[config.mk]
export PLATFORM = sky130hd
export DESIGN_NAME = mesh_route_stage
export DESIGN_NICKNAME = d
export VERILOG_FILES = /design/src/rtl/mesh_pkg.sv /design/src/rtl/sync_fifo.sv /design/src/rtl/mesh_route_stage.sv
export SDC_FILE = /design/constraint.sdc
export NUM_CORES = 1
export LEC_CHECK = 0
export CAP_MARGIN = 0
export CELL_PAD_IN_SITES_DETAIL_PLACEMENT = 1
export CELL_PAD_IN_SITES_GLOBAL_PLACEMENT = 2
export CORE_AREA = 2 2 261 263
export DETAILED_ROUTE_END_ITERATION = 8
export DIE_AREA = 0 0 263 265
export DONT_BUFFER_PORTS = 1
export PLACE_DENSITY = 0.57
export SLEW_MARGIN = 20
export SYNTH_ARGS = -nofsm -noshare
export SYNTH_HDL_FRONTEND = slang
export SYNTH_SLANG_ARGS = --single-unit
[constraint.sdc]
create_clock -name clk -period 6 [get_ports clk]
set_clock_uncertainty 0.1 [all_clocks]
set_input_delay 0.9 -clock clk [delete_from_list [all_inputs] [get_ports clk]]
set_output_delay 0.9 -clock clk [all_outputs]
set_load 0.02 [all_outputs]
[src/rtl/mesh_pkg.sv]
// Shared types and helpers for the mesh router ports: packet field offsets,
// direction encodings and the dimension-ordered route function.
package mesh_pkg;

  typedef logic [3:0] coord_t;

  typedef enum logic {
    ST_EMPTY = 1'b0,
    ST_FULL  = 1'b1
  } route_state_e;

  localparam logic [4:0] DIR_N = 5'b00001;
  localparam logic [4:0] DIR_S = 5'b00010;
  localparam logic [4:0] DIR_E = 5'b00100;
  localparam logic [4:0] DIR_W = 5'b01000;
  localparam logic [4:0] DIR_L = 5'b10000;

  typedef struct packed {
    logic [4:0] dir;
    logic [7:0] nxt_jump;
  } route_t;

  // Field positions are counted down from the packet MSB.
  function automatic int nxt_jump_lsb(input int p);
    return p - 8;
  endfunction

  function automatic int trgt_r_lsb(input int p);
    return p - 12;
  endfunction

  function automatic int trgt_c_lsb(input int p);
    return p - 16;
  endfunction

  function automatic int mode_pos(input int p);
    return p - 17;
  endfunction

  function automatic route_t route_calc(input coord_t trgt_r, input coord_t trgt_c,
                                        input logic mode, input coord_t id_r,
                                        input coord_t id_c);
    route_t r;
    coord_t r_dec;
    coord_t r_inc;
    coord_t c_dec;
    coord_t c_inc;
    r_dec = id_r - 4'd1;
    r_inc = id_r + 4'd1;
    c_dec = id_c - 4'd1;
    c_inc = id_c + 4'd1;
    r.dir      = DIR_L;
    r.nxt_jump = {id_r, id_c};
    if (trgt_r == id_r && trgt_c == id_c) begin
      r.dir      = DIR_L;
      r.nxt_jump = {id_r, id_c};
    end else if (mode && trgt_r != id_r) begin
      if (trgt_r < id_r) begin
        r.dir      = DIR_N;
        r.nxt_jump = {r_dec, id_c};
      end else begin
        r.dir      = DIR_S;
        r.nxt_jump = {r_inc, id_c};
      end
    end else if (trgt_c != id_c) begin
      if (trgt_c > id_c) begin
        r.dir      = DIR_E;
        r.nxt_jump = {id_r, c_inc};
      end else begin
        r.dir      = DIR_W;
        r.nxt_jump = {id_r, c_dec};
      end
    end else if (trgt_r < id_r) begin
      r.dir      = DIR_N;
      r.nxt_jump = {r_dec, id_c};
    end else begin
      r.dir      = DIR_S;
      r.nxt_jump = {r_inc, id_c};
    end
    return r;
  endfunction

endpackage

[src/rtl/sync_fifo.sv]
// Single-clock FIFO with show-ahead read data and occupancy count; shared by
// all router input ports.
module sync_fifo #(
  parameter int WIDTH = 8,
  parameter int DEPTH = 8
) (
  input  logic                     clk,
  input  logic                     rst_n,
  input  logic                     push,
  input  logic [WIDTH-1:0]         wdata,
  input  logic                     pop,
  output logic [WIDTH-1:0]         rdata,
  output logic                     full,
  output logic                     empty,
  output logic [$clog2(DEPTH):0]   count
);

  localparam int AW = $clog2(DEPTH);

  logic [WIDTH-1:0] mem_q [DEPTH];
  logic [AW-1:0]    wr_ptr_q, wr_ptr_d;
  logic [AW-1:0]    rd_ptr_q, rd_ptr_d;
  logic [AW:0]      count_q, count_d;
  logic             do_push, do_pop;

  assign full    = (count_q == (AW+1)'(DEPTH));
  assign empty   = (count_q == '0);
  assign count   = count_q;
  assign rdata   = mem_q[rd_ptr_q];
  assign do_push = push && !full;
  assign do_pop  = pop && !empty;

  always_comb begin
    wr_ptr_d = wr_ptr_q + AW'(do_push);
    rd_ptr_d = rd_ptr_q + AW'(do_pop);
    count_d  = count_q + (AW+1)'(do_push) - (AW+1)'(do_pop);
  end

  always_ff @(posedge clk or negedge rst_n) begin
    if (!rst_n) begin
      wr_ptr_q <= '0;
      rd_ptr_q <= '0;
      count_q  <= '0;
    end else begin
      wr_ptr_q <= wr_ptr_d;
      rd_ptr_q <= rd_ptr_d;
      count_q  <= count_d;
    end
  end

  // Storage needs no reset: pointers and count define what is valid.
  always_ff @(posedge clk) begin
    if (do_push) begin
      mem_q[wr_ptr_q] <= wdata;
    end
  end

endmodule

[src/rtl/mesh_route_stage.sv]
// Mesh router input stage: buffers packets, routes them dimension-ordered,
// rewrites the next-jump field and drops packets addressed off-mesh.
module mesh_route_stage
  import mesh_pkg::*;
#(
  parameter int PCKG_SZ    = 50,
  parameter int FIFO_DEPTH = 8,
  parameter int ROWS       = 4,
  parameter int COLS       = 4
) (
  input  logic                          clk,
  input  logic                          rst_n,
  input  logic [3:0]                    id_r,
  input  logic [3:0]                    id_c,
  input  logic [PCKG_SZ-1:0]            in_data,
  input  logic                          in_vld,
  output logic                          in_rdy,
  output logic [PCKG_SZ-1:0]            out_data,
  output logic [4:0]                    out_dir,
  output logic                          out_vld,
  input  logic                          out_rdy,
  output logic                          drop_err,
  output logic [15:0]                   drop_cnt,
  output logic [$clog2(FIFO_DEPTH):0]   fifo_cnt
);

  localparam int NJ_LSB = nxt_jump_lsb(PCKG_SZ);
  localparam int TR_LSB = trgt_r_lsb(PCKG_SZ);
  localparam int TC_LSB = trgt_c_lsb(PCKG_SZ);
  localparam int MD_POS = mode_pos(PCKG_SZ);

  route_state_e        state_q, state_d;
  logic [PCKG_SZ-1:0]  out_data_q, out_data_d;
  logic [4:0]          out_dir_q, out_dir_d;
  logic                drop_err_q, drop_err_d;
  logic [15:0]         drop_cnt_q, drop_cnt_d;
  logic                in_rdy_q, in_rdy_d;
  logic                push_q, push_d;

  logic [PCKG_SZ-1:0]  head;
  logic [PCKG_SZ-1:0]  rewritten;
  logic                fifo_full, fifo_empty;
  logic                push, pop, avail, is_drop;
  coord_t              trgt_r, trgt_c;
  route_t              rt;

  assign push = in_vld && in_rdy_q;

  sync_fifo #(
    .WIDTH (PCKG_SZ),
    .DEPTH (FIFO_DEPTH)
  ) u_fifo (
    .clk   (clk),
    .rst_n (rst_n),
    .push  (push),
    .wdata (in_data),
    .pop   (pop),
    .rdata (head),
    .full  (fifo_full),
    .empty (fifo_empty),
    .count (fifo_cnt)
  );

  // An entry written at the last edge is not yet eligible to pop, giving
  // the two-edge accept-to-present latency without a bypass path.
  assign avail = !fifo_empty && !(push_q && int'(fifo_cnt) == 1);
  assign pop   = avail && (state_q == ST_EMPTY || out_rdy);

  assign trgt_r  = head[TR_LSB +: 4];
  assign trgt_c  = head[TC_LSB +: 4];
  assign is_drop = (int'(trgt_r) >= ROWS) || (int'(trgt_c) >= COLS);
  assign rt      = route_calc(trgt_r, trgt_c, head[MD_POS], id_r, id_c);

  always_comb begin
    rewritten                 = head;
    rewritten[NJ_LSB +: 8]    = rt.nxt_jump;
  end

  always_comb begin
    state_d    = state_q;
    out_data_d = out_data_q;
    out_dir_d  = out_dir_q;
    drop_err_d = 1'b0;
    drop_cnt_d = drop_cnt_q;
    push_d     = push;
    in_rdy_d   = 1'b1;
    if (fifo_full) begin
      in_rdy_d = pop;
    end else if (int'(fifo_cnt) == FIFO_DEPTH - 1 && push && !pop) begin
      in_rdy_d = 1'b0;
    end
    if (state_q == ST_FULL && out_rdy) begin
      state_d    = ST_EMPTY;
      out_data_d = '0;
      out_dir_d  = '0;
    end
    if (pop) begin
      if (is_drop) begin
        drop_err_d = 1'b1;
        if (drop_cnt_q != 16'hFFFF) begin
          drop_cnt_d = drop_cnt_q + 16'd1;
        end
      end else begin
        state_d    = ST_FULL;
        out_data_d = rewritten;
        out_dir_d  = rt.dir;
      end
    end
  end

  always_ff @(posedge clk or negedge rst_n) begin
    if (!rst_n) begin
      state_q    <= ST_EMPTY;
      out_data_q <= '0;
      out_dir_q  <= '0;
      drop_err_q <= 1'b0;
      drop_cnt_q <= '0;
      in_rdy_q   <= 1'b0;
      push_q     <= 1'b0;
    end else begin
      state_q    <= state_d;
      out_data_q <= out_data_d;
      out_dir_q  <= out_dir_d;
      drop_err_q <= drop_err_d;
      drop_cnt_q <= drop_cnt_d;
      in_rdy_q   <= in_rdy_d;
      push_q     <= push_d;
    end
  end

  assign out_vld  = (state_q == ST_FULL);
  assign out_data = out_data_q;
  assign out_dir  = out_dir_q;
  assign drop_err = drop_err_q;
  assign drop_cnt = drop_cnt_q;
  assign in_rdy   = in_rdy_q;

endmodule

Word-level counts from Yosys, hierarchy flattened

Memory sizes are Yosys's and may differ from the RTL's.
Index checks and enable logic that the tools add are counted.

Add/subtract/negate cells: 9
Multipliers: 0
Div/mod/pow operators: 0
$lt $le $gt $ge: 4
Eq/ne operators: 8
Shift-type cells: 0
Multiplexer cells: 20
Bitwise logic cells: 1
Reductions and logical operators: 19

Operators with widths:

| kind                                                               | number |
|---|---|
| 2-to-1 mux 50 bit                                                  | 3 |
| 2-to-1 mux 13 bit                                                  | 3 |
| adder 16 x 1 -> 16 bit (second input constant)                     | 1 |
| inequality test 16 bit (second input constant)                     | 1 |
| 2-to-1 mux 5 bit                                                   | 3 |
| 2-to-1 mux 12 bit                                                  | 1 |
| logical AND 1 bit                                                  | 11 |
| 2-to-1 mux 10 bit                                                  | 1 |
| 2-to-1 mux 1 bit                                                   | 9 |
| adder 4 x 1 -> 4 bit (second input constant)                       | 2 |
| == test 4 bit                                                      | 2 |
| == test 4 bit (second input constant)                              | 2 |
| greater-or-equal comparator 4 x 3 -> 1 bit (second input constant) | 2 |
| inequality test 4 bit                                              | 2 |
| subtractor 4 x 1 -> 4 bit (second input constant)                  | 2 |
| adder 3 x 1 -> 3 bit                                               | 2 |
| adder 4 x 1 -> 4 bit                                               | 1 |
| == test 4 x 2 -> 1 bit (second input constant)                     | 1 |
| > comparator 4 bit                                                 | 1 |
| zero test 1 bit                                                    | 4 |
| zero test 4 bit                                                    | 1 |
| less-than comparator 4 bit                                         | 1 |
| subtractor 4 x 1 -> 4 bit                                          | 1 |
| AND reduction 3 bit                                                | 1 |
| 2 further kinds                                                    | 3 |

Flip-flop bits (word level): 85
Bits in latches: 0
RAM bits: 400
Bits in read-only memories: 0
Input port bits: 62
Output and inout bits: 78
Memories kept: 1

Memories:

| memory       | words | width | read ports | clocked after Yosys merged registers in | write ports | RTL line        | RTL |
|---|---|---|---|---|---|---|---|
| u_fifo.mem_q | 8     | 50    | 1          | 0                                       | 1           | sync_fifo.sv:20 | `logic [WIDTH-1:0] mem_q [DEPTH];` |

Depth between registers and ports, before layout

Depth after elaboration: 9
Gate-level depth with buffers: 16

Hierarchy

From an unflattened synthesis, not the netlist that was laid out.

Cell total of the unflattened synthesis: 999
Area total of the unflattened synthesis: 19540.0 um^2

By module, submodules not included:

| module           | times used | cells an instance | area each (um^2) | sequential area each (um^2) |
|---|---|---|---|---|
| sync_fifo        | 1          | 629               | 15957.8          | 12261.8 |
| mesh_route_stage | 1          | 370               | 3582.2           | 1876.8 |

Worst setup path after synthesis

OpenSTA, ideal clock, no wires.

Path kind: input port to flip-flop
From: in in_vld
To: mem u_fifo.mem_q[0][0] (netlist bit) (enable)
Library setup time: 0.493 ns
Arrival time: 4.273 ns
Required time: 5.407 ns
Slack: 1.134 ns
Cell stages on the path: 3
Path buffers: 0
Cell sequence: nand2_1 -> or3_1 -> nor3_1

Word-level cells in the longest chain between the ends: 4

RTL lines:

| element                                | RTL line               | RTL |
|---|---|---|
| from (decl)                            | mesh_route_stage.sv:16 | `input logic in_vld,` |
| logical AND 1 bit                      | mesh_route_stage.sv:47 | `assign push = in_vld && in_rdy_q;` |
| logical AND 1 bit                      | sync_fifo.sv:30        | `assign do_push = push && !full;` |
| 2-to-1 mux 1 bit                       | sync_fifo.sv:53        | `if (do_push) begin` |
| 2-to-1 mux 1 bit (implied by the code) | sync_fifo.sv:54        | `mem_q[wr_ptr_q] <= wdata;` |
| to (decl)                              | sync_fifo.sv:20        |  |

Every way passes these cells.

Worst setup path after layout

From: reg u_fifo.rd_ptr_q[0]
To: reg out_data_q[45], in the netlist out_data[45]

Word-level cells in the longest chain between the ends: 8

RTL lines:

| element                | RTL line                | RTL |
|---|---|---|
| from (decl)            | sync_fifo.sv:22         | `logic [AW-1:0] rd_ptr_q, rd_ptr_d;` |
| from (signal assigned) | sync_fifo.sv:46         | `rd_ptr_q <= rd_ptr_d;` |
| memory (8 x 50 bit) *  | --                      |  |
| > comparator 4 bit     | mesh_pkg.sv:66          | `if (trgt_c > id_c) begin` |
| 2-to-1 mux 12 bit      | mesh_pkg.sv:66          |  |
| 2-to-1 mux 13 bit      | mesh_pkg.sv:65          | `end else if (trgt_c != id_c) begin` |
| 2-to-1 mux 13 bit      | mesh_pkg.sv:57          | `end else if (mode && trgt_r != id_r) begin` |
| 2-to-1 mux 13 bit      | mesh_pkg.sv:54          | `if (trgt_r == id_r && trgt_c == id_c) begin` |
| 2-to-1 mux 50 bit *    | mesh_route_stage.sv:98  | `if (is_drop) begin` |
| 2-to-1 mux 50 bit *    | mesh_route_stage.sv:97  | `if (pop) begin` |
| net out_data_d[45]     | mesh_route_stage.sv:33  | `logic [PCKG_SZ-1:0] out_data_q, out_data_d;` |
| to (signal assigned)   | mesh_route_stage.sv:122 | `out_data_q <= out_data_d;` |
| to (decl)              | mesh_route_stage.sv:33  |  |

The timed path passes the listed nets; every way through them passes the cells marked *.
A chain may end at the register's enable or synchronous reset.

==> results.py <==
metrics = {
    "floorplanning": {
        "initial_utilization": 0.2476,
        "die-height_um": 265,
        "core_um2": 66800,
        "die_x_um": 263,
        "io_pins": 140,
        "num_rows": 95,
        "die_area_um2": 69700,
    },
    "synthesis": {
        "synth.distinct_cells": 38,
        "synth_seq_cells": 421,
        "yosysSeqAreaShare": 0.7387,
        "syn_avg_cell_area_um2": 18.92,
        "netlist_instances": 874,
        "syn_area_um2": 16540,
        "syn-num-nets": 963,
        "yosysWarnings": 0,
    },
    "detailed_routing": {
        "vias_per_cell": 4.381,
        "ant_nets": 0,
        "drtIter0Drc": 419,
        "wl_per_cell_um": 22.04,
        "num_vias": 7961,
        "detail_route.wirelength_mm": 40.04,
        "drc": 0,
        "drtPass1Iterations": 4,
    },
    "critical_path": {
        "critPathSlowestCell": "dfrtp_4",
        "cp_data_required_time_ns": 6.38,
        "cp.arrival_ns": 4.60,
        "end_kind": "flop",
        "crit_chain": "mux4_2 -> mux2_2 -> ha_1 -> nor2b_1 -> o211ai_1 -> nand2_1 -> nand2_1 -> ha_1 -> a21o_1 -> a21o_1 -> and3_1 -> or4_1 -> a31oi_1",
        "crit_buf_inv": 0,
        "startpoint_type": "flop",
        "slowest_delay_ns": 0.78,
        "critical_path_class": "flop to flop",
        "reg2reg_slack_ns": 1.78,
        "critical-path-top-delay-family": "simple AND/OR/NAND/NOR gates",
        "crit_fanout": 26,
    },
    "sta": {
        "hold_violations": 0,
        "fmax_mhz": 236.9,
        "fin_crit_ns": 4.222,
        "fin_crit_sh": 0.7037,
        "slew_headroom": 0.3059,
        "worst_pin_slew_ns": 1.039,
        "setup_tns_ns": 0,
        "drv_slew": 0,
        "finalSetupViolCount": 0,
        "rsz0062_at_grt": "false",
    },
    "global_route": {
        "first_global_vias": 8990,
        "grt_pass1_wl_mm": 60.13,
        "grt_max_degree": 86,
        "grt.overflow.total": 0,
        "antenna_found_initial": 0,
        "grt_usage": 0.1165,
    },
    "placed_design": {
        "placed_area_um2": 17660,
        "gp_congestion": 0.6750,
        "io_buffers": 0,
        "dp.final_hpwl_mm": 23.34,
    },
    "cts": {
        "clockBufferDepth": 3,
        "post_cts_buffers": 0,
        "cts_buffers": 50,
        "clock_latency_ns": 0.58,
        "cts_tree": "built",
        "clkSinkCount": 421,
        "htreeDepth": 2,
        "root_buffer": "clkbuf_16",
        "clk_pin_slew_ns": 0.06,
    },
    "finish": {
        "area_growth_pct": 17.39,
        "antennaDiodeCount": 0,
        "nFillCells": 6862,
        "final_util": 0.2906,
        "finalInstanceArea_um2": 19410,
        "nets": 992,
        "drive_gt1_frac": 0.2161,
    },
    "min_path": {
        "min_path_type": "primary input to async pin",
    },
    "power_and_ir_drop": {
        "p_int_w": 0.006850,
        "p_per_area_nw_per_um2": 527.3,
        "p_comb_frac": 0.269,
        "p_leak_nw": 6.719,
        "ir_drop_v": 0.0001969,
        "p_sw_frac": 0.3308,
        "seq_power_share": 0.426,
        "p_sw_w": 0.003386,
        "p_clk_frac": 0.305,
    },
    "status": {
        "status": "complete, no violations",
    },
    "flow_run": {
        "drv_cap": 0,
    },
}
-- state kept, by name (all words and copies together), names as in the netlist --
register / count
drop_cnt: 16
u_fifo.rd_ptr_q: 3
push_q: 1
out_data: 50
u_fifo.count: 4
u_fifo.wr_ptr_q: 3
drop_err: 1
u_fifo.mem_q: 336
out_vld: 1
in_rdy: 1
out_dir: 5
-- cells by family (layout without fill, tap and decap cells) --
logic type	Yosys count	in the layout	synth area share
XOR/XNOR	22	22	0.01165
flip-flops	421	421	0.7387
AO/OA/AOI/OAI	75	75	0.02663
buffers and inverters	65	135	0.01695
AND/OR/NAND/NOR	134	134	0.04237
multiplexers	130	130	0.1419
adder cells (fa/ha/maj)	27	27	0.02179
-- worst paths after layout --
check                                             start                            end  cells past startpoint
max                        u_fifo.rd_ptr_q[0]$_DFF_PN0_         out_data[45]$_DFF_PN0_                     13
min                                               rst_n       drop_cnt[15]$_DFFE_PN0P_                      1
max reg2reg                u_fifo.rd_ptr_q[0]$_DFF_PN0_         out_data[45]$_DFF_PN0_                     13
min reg2reg                u_fifo.wr_ptr_q[0]$_DFF_PN0_   u_fifo.wr_ptr_q[0]$_DFF_PN0_                      1
max in group asynchronous                         rst_n   u_fifo.rd_ptr_q[0]$_DFF_PN0_                      1
min in group clk                            in_data[13]  u_fifo.mem_q[7][13]$_DFFE_PP_                      0
-- metal layers --
layer,part of all wire,wire (µm),up-vias,global-route usage
met5,0,0,-,0
met4,0.018,725,0,0.03012
met3,0.065,2584,50,0.03846
met2,0.50,20130,155,0.2039
met1,0.41,16600,4208,0.1373
li1,-,-,3548,-
-- layout by cell type (no fill, tap or decap), drive strengths merged --
cell,instances
mux2i,42
nand2b,5
nand4b,1
edfxtp,336
o211ai,2
and4,3
bufinv,7
and3,13
ha,24
a21oi,7
a21o,6
a31oi,2
nor2,7
a21boi,2
mux2,5
xor2,5
clkbuf,65
inv,24
and2,2
o31ai,6
o41ai,2
nand2,25
nor2b,5
or4,2
nand4,10
mux4,83
clkinv,16
clkinvlp,3
o21ai,48
nor3,3
dfrtp,85
fa,3
xnor2,17
buf,20
nand3,57
or3,1
-- Yosys cell counts --
master | instances | share of area
xor2_1 | 5 | 0.0026
nand2b_1 | 5 | 0.0019
a31oi_1 | 2 | 0.00076
buf_2 | 17 | 0.0051
o31ai_1 | 6 | 0.0027
and3_1 | 13 | 0.0049
clkbuf_1 | 21 | 0.0048
or4_1 | 2 | 0.00091
mux4_2 | 83 | 0.11
nand4_1 | 10 | 0.0038
and4_1 | 3 | 0.0016
o21ai_0 | 14 | 0.0042
a21boi_0 | 2 | 0.00091
dfrtp_1 | 85 | 0.13
nand3_1 | 56 | 0.017
nor3_1 | 3 | 0.00091
inv_1 | 22 | 0.0050
buf_4 | 1 | 0.00045
and2_1 | 2 | 0.00076
fa_1 | 3 | 0.0036
a21oi_1 | 7 | 0.0021
buf_8 | 1 | 0.00091
buf_1 | 3 | 0.00068
nand2_1 | 25 | 0.0057
nor2b_1 | 5 | 0.0019
o41ai_2 | 2 | 0.0020
ha_1 | 24 | 0.018
or3_1 | 1 | 0.00038
xnor2_1 | 17 | 0.0090
mux2i_1 | 42 | 0.025
nand4b_1 | 1 | 0.00053
mux2_2 | 5 | 0.0034
edfxtp_1 | 336 | 0.61
o21ai_1 | 34 | 0.010
nor2_1 | 7 | 0.0016
o211ai_1 | 2 | 0.00091
a21o_1 | 6 | 0.0027
nand3_2 | 1 | 0.00061
-- through the flow --
step                      worst slack (ns)  total power, W  hold slack (ns)  cells
after CTS                            1.712         0.01050           0.1298   1816
after global routing                 1.483         0.01086           0.1607   1817
after detailed placement             1.749        0.007286           0.4219   1722
after floorplan                      1.134        0.006362           0.3765    874
final                                1.778         0.01024           0.1588   1817
after global placement               1.780        0.007213           0.4078   1721
-- layout make-up --
type	instances	area (µm²)	share of cell area
flip-flops and latches	421	12220	0.6297
multi-input cells	388	4116	0.2120
clock buffers	65	1358	0.06993
well taps	873	1092	0.05626
clock inverters	28	350.3	0.01805
repair buffers	20	190.2	0.009796
inverters	22	82.58	0.004254
-- power groups by stage --
stage	logic (W)	clock network (W)	registers [W]
after CTS	0.00288	0.00324	0.00438
after global routing	0.00309	0.00334	0.00443
after floorplan	0.00217	0	0.00420
final	0.00276	0.00312	0.00436
after detailed placement	0.00285	0	0.00444
after global placement	0.00280	0	0.00441
-- repair_timing --
item / in CTS / in global routing
hold buffers: 1 / 0
resized for setup: 0 / 0
endpoints found under the hold margin: 85 / 0
Power figures use the tool's default switching activity.
